===== src/rtl/pc_next_calc_pkg.sv =====
// Shared constants and types for the next-PC calculation slice.
package pc_next_calc_pkg;

    localparam int XLEN_DEFAULT      = 64;
    localparam int PC_INC_DEFAULT    = 4;
    localparam int IMM_SHIFT_DEFAULT = 1;

    typedef logic [XLEN_DEFAULT-1:0] addr_t;

endpackage


===== src/rtl/pc_next_calc_xlen_adder.sv =====
// Unsigned XLEN-bit adder; the sum wraps modulo 2^W and the bit above the MSB is reported as carry.
module xlen_adder #(
    parameter int W = 64
) (
    input  logic [W-1:0] a,
    input  logic [W-1:0] b,
    output logic [W-1:0] sum,
    output logic         carry
);

    logic [W:0] wide_sum;

    assign wide_sum = {1'b0, a} + {1'b0, b};
    assign sum      = wide_sum[W-1:0];
    assign carry    = wide_sum[W];

endmodule


===== src/rtl/pc_next_calc.sv =====
// Registered next-PC candidates: pc + PC_INC, imm << IMM_SHIFT and pc + (imm << IMM_SHIFT), with carries.
module pc_next_calc
    import pc_next_calc_pkg::*;
#(
    parameter int XLEN      = XLEN_DEFAULT,
    parameter int PC_INC    = PC_INC_DEFAULT,
    parameter int IMM_SHIFT = IMM_SHIFT_DEFAULT
) (
    input  logic            clk,
    input  logic            rst_n,
    input  logic            in_valid,
    input  logic [XLEN-1:0] pc,
    input  logic [XLEN-1:0] imm,
    output logic            out_valid,
    output logic [XLEN-1:0] pc_plus_inc,
    output logic [XLEN-1:0] imm_shifted,
    output logic [XLEN-1:0] branch_target,
    output logic            inc_carry,
    output logic            tgt_carry
);

    localparam logic [XLEN-1:0] PC_INC_V = XLEN'(PC_INC);

    logic [XLEN-1:0] imm_sh;
    logic [XLEN-1:0] inc_sum;
    logic [XLEN-1:0] tgt_sum;
    logic            inc_co;
    logic            tgt_co;

    logic            out_valid_d,     out_valid_q;
    logic [XLEN-1:0] pc_plus_inc_d,   pc_plus_inc_q;
    logic [XLEN-1:0] imm_shifted_d,   imm_shifted_q;
    logic [XLEN-1:0] branch_target_d, branch_target_q;
    logic            inc_carry_d,     inc_carry_q;
    logic            tgt_carry_d,     tgt_carry_q;

    // Bits pushed past the MSB are intentionally dropped.
    assign imm_sh = imm << IMM_SHIFT;

    xlen_adder #(.W(XLEN)) u_inc_adder (
        .a     (pc),
        .b     (PC_INC_V),
        .sum   (inc_sum),
        .carry (inc_co)
    );

    xlen_adder #(.W(XLEN)) u_tgt_adder (
        .a     (pc),
        .b     (imm_sh),
        .sum   (tgt_sum),
        .carry (tgt_co)
    );

    always_comb begin
        out_valid_d     = in_valid;
        pc_plus_inc_d   = pc_plus_inc_q;
        imm_shifted_d   = imm_shifted_q;
        branch_target_d = branch_target_q;
        inc_carry_d     = inc_carry_q;
        tgt_carry_d     = tgt_carry_q;
        if (in_valid) begin
            pc_plus_inc_d   = inc_sum;
            imm_shifted_d   = imm_sh;
            branch_target_d = tgt_sum;
            inc_carry_d     = inc_co;
            tgt_carry_d     = tgt_co;
        end
    end

    always_ff @(posedge clk or negedge rst_n) begin
        if (!rst_n) begin
            out_valid_q     <= 1'b0;
            pc_plus_inc_q   <= '0;
            imm_shifted_q   <= '0;
            branch_target_q <= '0;
            inc_carry_q     <= 1'b0;
            tgt_carry_q     <= 1'b0;
        end else begin
            out_valid_q     <= out_valid_d;
            pc_plus_inc_q   <= pc_plus_inc_d;
            imm_shifted_q   <= imm_shifted_d;
            branch_target_q <= branch_target_d;
            inc_carry_q     <= inc_carry_d;
            tgt_carry_q     <= tgt_carry_d;
        end
    end

    assign out_valid     = out_valid_q;
    assign pc_plus_inc   = pc_plus_inc_q;
    assign imm_shifted   = imm_shifted_q;
    assign branch_target = branch_target_q;
    assign inc_carry     = inc_carry_q;
    assign tgt_carry     = tgt_carry_q;

endmodule


===== config.mk =====
export PLATFORM = sky130hd
export DESIGN_NAME = pc_next_calc
export DESIGN_NICKNAME = d
export VERILOG_FILES = /design/src/rtl/pc_next_calc_pkg.sv /design/src/rtl/pc_next_calc_xlen_adder.sv /design/src/rtl/pc_next_calc.sv
export SDC_FILE = /design/constraint.sdc
export NUM_CORES = 1
export LEC_CHECK = 0
export ABC_CLOCK_PERIOD_IN_PS = 800
export CELL_PAD_IN_SITES_DETAIL_PLACEMENT = 1
export CELL_PAD_IN_SITES_GLOBAL_PLACEMENT = 1
export CORE_ASPECT_RATIO = 0.9
export CORE_MARGIN = 4
export CORE_UTILIZATION = 41
export CTS_BUF_LIST = sky130_fd_sc_hd__clkbuf_8
export CTS_CLUSTER_SIZE = 28
export DETAILED_ROUTE_END_ITERATION = 8
export GPL_TIMING_DRIVEN = 0
export PLACE_DENSITY_LB_ADDON = 0.15
export SYNTH_ARGS = -nofsm -noshare
export SYNTH_HDL_FRONTEND = slang
export SYNTH_HIERARCHICAL = 1
export SYNTH_SLANG_ARGS = --single-unit

===== constraint.sdc =====
create_clock -name clk -period 0.8 [get_ports clk]
set_input_delay 0.16 -clock clk [delete_from_list [all_inputs] [get_ports clk]]
set_output_delay 0.16 -clock clk [all_outputs]
set_load 0.005 [all_outputs]

==> impl_results.md <==
* Outcome: finished with violations
* Violated checks: negative hold slack, negative setup slack
* I/O pins at 326
* Area of the multi-input gates at 13,440 µm²
* Internal power at 0.02663 W
* Yosys warns at 6
* RSZ-0062 raised after global routing: true
* Clk Latency, worst-skew pair at 0.57 ns
* Area Overhead vs Synth at 62.66%
* Synth area leaders: dfrtp_1, mux2_2, ha_1
* Root buf cell: clkbuf_8
* Tmin final at 2.715 ns
* Initial core utilization at 42.02%
* Tot Pwr at 0.04329 W
* Post-route worst hold slack at -0.4427 ns
* Fin crit share at 339.3%
* Cell Rows at 66
* # DRC at 0
* Net Switching at 0.01666 W
* Reg power frac at 30.9%
* Kind of critical path: in -> reg
* Largest fanout on the critical path at 4
* Commonest non-fill, non-tap cells in the layout: dfrtp_1, clkdlybuf4s50_1, buf_4
* Clock power share at 17.2%
* Vias in the first global route at 16,820
* TritonCTS sink count at 194
* Routed vias/inst at 6.285
* Filler instances at 3,720
* Die area at 40,570 µm²
* Detailed placement HPWL at 45,090 µm
* Max Cap Viol at 0
* Area leader, netlist: dfrtp_1
* Seq cells post-synth at 194
* Die W at 211.9 µm
* Worst vdd ir at 1.376 mV
* Non-Filler Instances at 2,693
* Post-layout util at 68.36%
* Worst Tran Pin Value at 0.7130 ns
* Via count at 16,930
* Pwr/cell area at 1735 nW/µm²
* R2r setup slk at -0.07 ns
* Slew HR at 52.47%
* Required @ worst endpoint at 1.26 ns
* H-tree levels at 4
* Final nets at 2,460
* CTS Buf Count at 17
* CTS tree: yes
* Core ar. at 36,500 µm²
* Nature of the critical path endpoint: flip-flop
* Post-synthesis cell type count at 87
* Pleak at 10.68 nW
* Port Buffers at 323
* Critical path arrival at 3.17 ns
* Main synth FF type: dfrtp_1
* First-pass GRT wire length at 100,900 µm
* Number of synthesized flops with an enable pin at 0
* Inst Count DP at 2,462
* Switching portion of total power at 38.48%
* Total GRT Usage at 31.90%
* DRT antenna net count at 0
* Final setup fails at 387
* Setup tns final at -324.28 ns
* Layout cells sized above 1 at 42.36%
* GPL Wtd Cong at 0.9340
* WL final at 80,800 µm
* Buffers from clock root to sink, at most at 2
* Final WS setup at -1.915 ns
* Initial DRT Pass Iterations at 7
* Worst setup SP type: input port
* Tightest Hold Check Type: in -> async
* Cells after synthesis at 1,597
* Starting DRC count in detailed routing at 1,376
* Hold Fails Final Rpt at 81
* Die height at 191.5 µm
* Combinational Power Share at 51.9%
* Pins Over Slew Limit at 0
* Seq/Total Area, Yosys at 31.65%
* Initial antenna violation count at 5
* Synth top area share at 31.65%
* Clk_skew at 0 ns
* DR WL/cell at 30.00 µm
* Post-synthesis instance area at 15,340 µm²
* Register area at 4855 µm²
* Largest net degree at the start of global routing at 114
* Most common cell after layout, fill and taps aside: dfrtp_1
* Asr flop ratio synth at 100.0%
* CTS clock-pin slew for the worst setup and hold paths at 0.11 ns
* Highest Clock Rate at 368.4 MHz
* Avg Cell Area, Syn at 9.605 µm²
* GRT overflow at 0
==> area by class of cell <==
cell class	instances	share of cell area, %
inverter	30	0.4614
multi-input combinational	1356	53.88
timing repair buffer	553	19.77
antenna	5	0.05015
clock buffer	20	1.103
clock inverter	12	0.5817
buffer	47	2.307
sequential	194	19.46
tap	476	2.387
==> cells by family after synthesis <==
family	after synthesis	share of synthesized area (%)
AO/OA/AOI/OAI	481	21.03
AND/OR/NAND/NOR	375	12.24
multiplexers	197	14.45
flip-flops	194	31.65
adder cells (fa/ha/maj)	130	10.70
buffers and inverters	112	3.826
XOR/XNOR	106	6.053
other	2	0.04896
==> critical path, cell delays in order <==
cell      delay, ns
buf_8          0.10
ha_4           0.16
a21o_1         0.20
a221oi_4       0.35
and3b_2        0.27
a211oi_4       0.25
o41ai_4        0.12
buf_4          0.17
a31oi_4        0.23
buf_6          0.14
buf_6          0.11
nor4_1         0.05
nor4_1         0.34
xnor2_1        0.22
mux2_4         0.29
==> stage by stage <==
stage,instance area (µm²),hold slack (ns),worst slack (ns)
after floorplan,16640,-0.1356,-2.041
after global placement,20470,0.4891,-8.920
after detailed placement,20500,0.1912,-3.039
after CTS,23240,-0.4077,-1.837
after global routing,24950,-0.3981,-1.908
final,24950,-0.4427,-1.915
==> registers in the layout, indices dropped and copies added (netlist names) <==
| name | count |
|---|---|
| branch_target | 64 |
| imm_shifted | 63 |
| inc_carry | 1 |
| out_valid | 1 |
| pc_plus_inc | 64 |
| tgt_carry | 1 |
==> power groups by stage <==
stage	Clock, W	Combinational, W	Sequential (W)
floorplan	0	0.00880	0.0132
global placement	0	0.0165	0.0131
detailed placement	0	0.0169	0.0133
CTS	0.00738	0.0189	0.0131
global route	0.00792	0.0235	0.0136
finish	0.00746	0.0225	0.0134
==> layer usage <==
metal / global-route usage, % / part of all wire, % / vias up / wire length [µm]
met4: 10.68 / 6.2 / 0 / 4976
met5: 0 / 0 / - / 0
li1: - / - / 7090 / -
met2: 55.68 / 49 / 946 / 39580
met1: 38.99 / 37 / 8571 / 30250
met3: 7.122 / 7.4 / 318 / 5989
==> synthesized netlist by cell type, drive strengths merged, types with 10 or more instances <==
| master | instances |
|---|---|
| clkbuf | 50 |
| nor2 | 73 |
| mux2 | 196 |
| nor3 | 28 |
| a21o | 71 |
| ha | 128 |
| o21ai | 88 |
| a211oi | 17 |
| a31oi | 20 |
| dfrtp | 194 |
| nand2b | 11 |
| and3 | 12 |
| nand2 | 115 |
| nor2b | 12 |
| and2 | 10 |
| and4 | 11 |
| xor2 | 43 |
| a21oi | 159 |
| o21bai | 29 |
| o21a | 13 |
| nand4 | 38 |
| inv | 30 |
| xnor2 | 63 |
| buf | 32 |
| nand3 | 31 |
==> path summary, 6_finish.rpt <==
kind                                 startpoint         endpoint  depth (start not counted)
worst max-delay path                      pc[2]  pc_plus_inc[54]                         15
worst min-delay path                      rst_n  imm_shifted[32]                          1
worst max register to register  imm_shifted[25]  imm_shifted[25]                          1
worst min register to register  pc_plus_inc[15]  pc_plus_inc[15]                          1
max in group asynchronous                 rst_n  imm_shifted[14]                          2
min in group clk                        imm[46]  imm_shifted[47]                          2
==> what timing repair did <==
item | CTS | global route
hold buffers | 22 | 14
hold endpoints to repair | 103 | 95
endpoints found under the setup margin | 387 | 387
resized for setup | 624 | 330
gates cloned | 0 | 0
setup buffers | 102 | 97
pin swaps | 122 | 149
No activity file was read; power rests on OpenSTA's default activity.
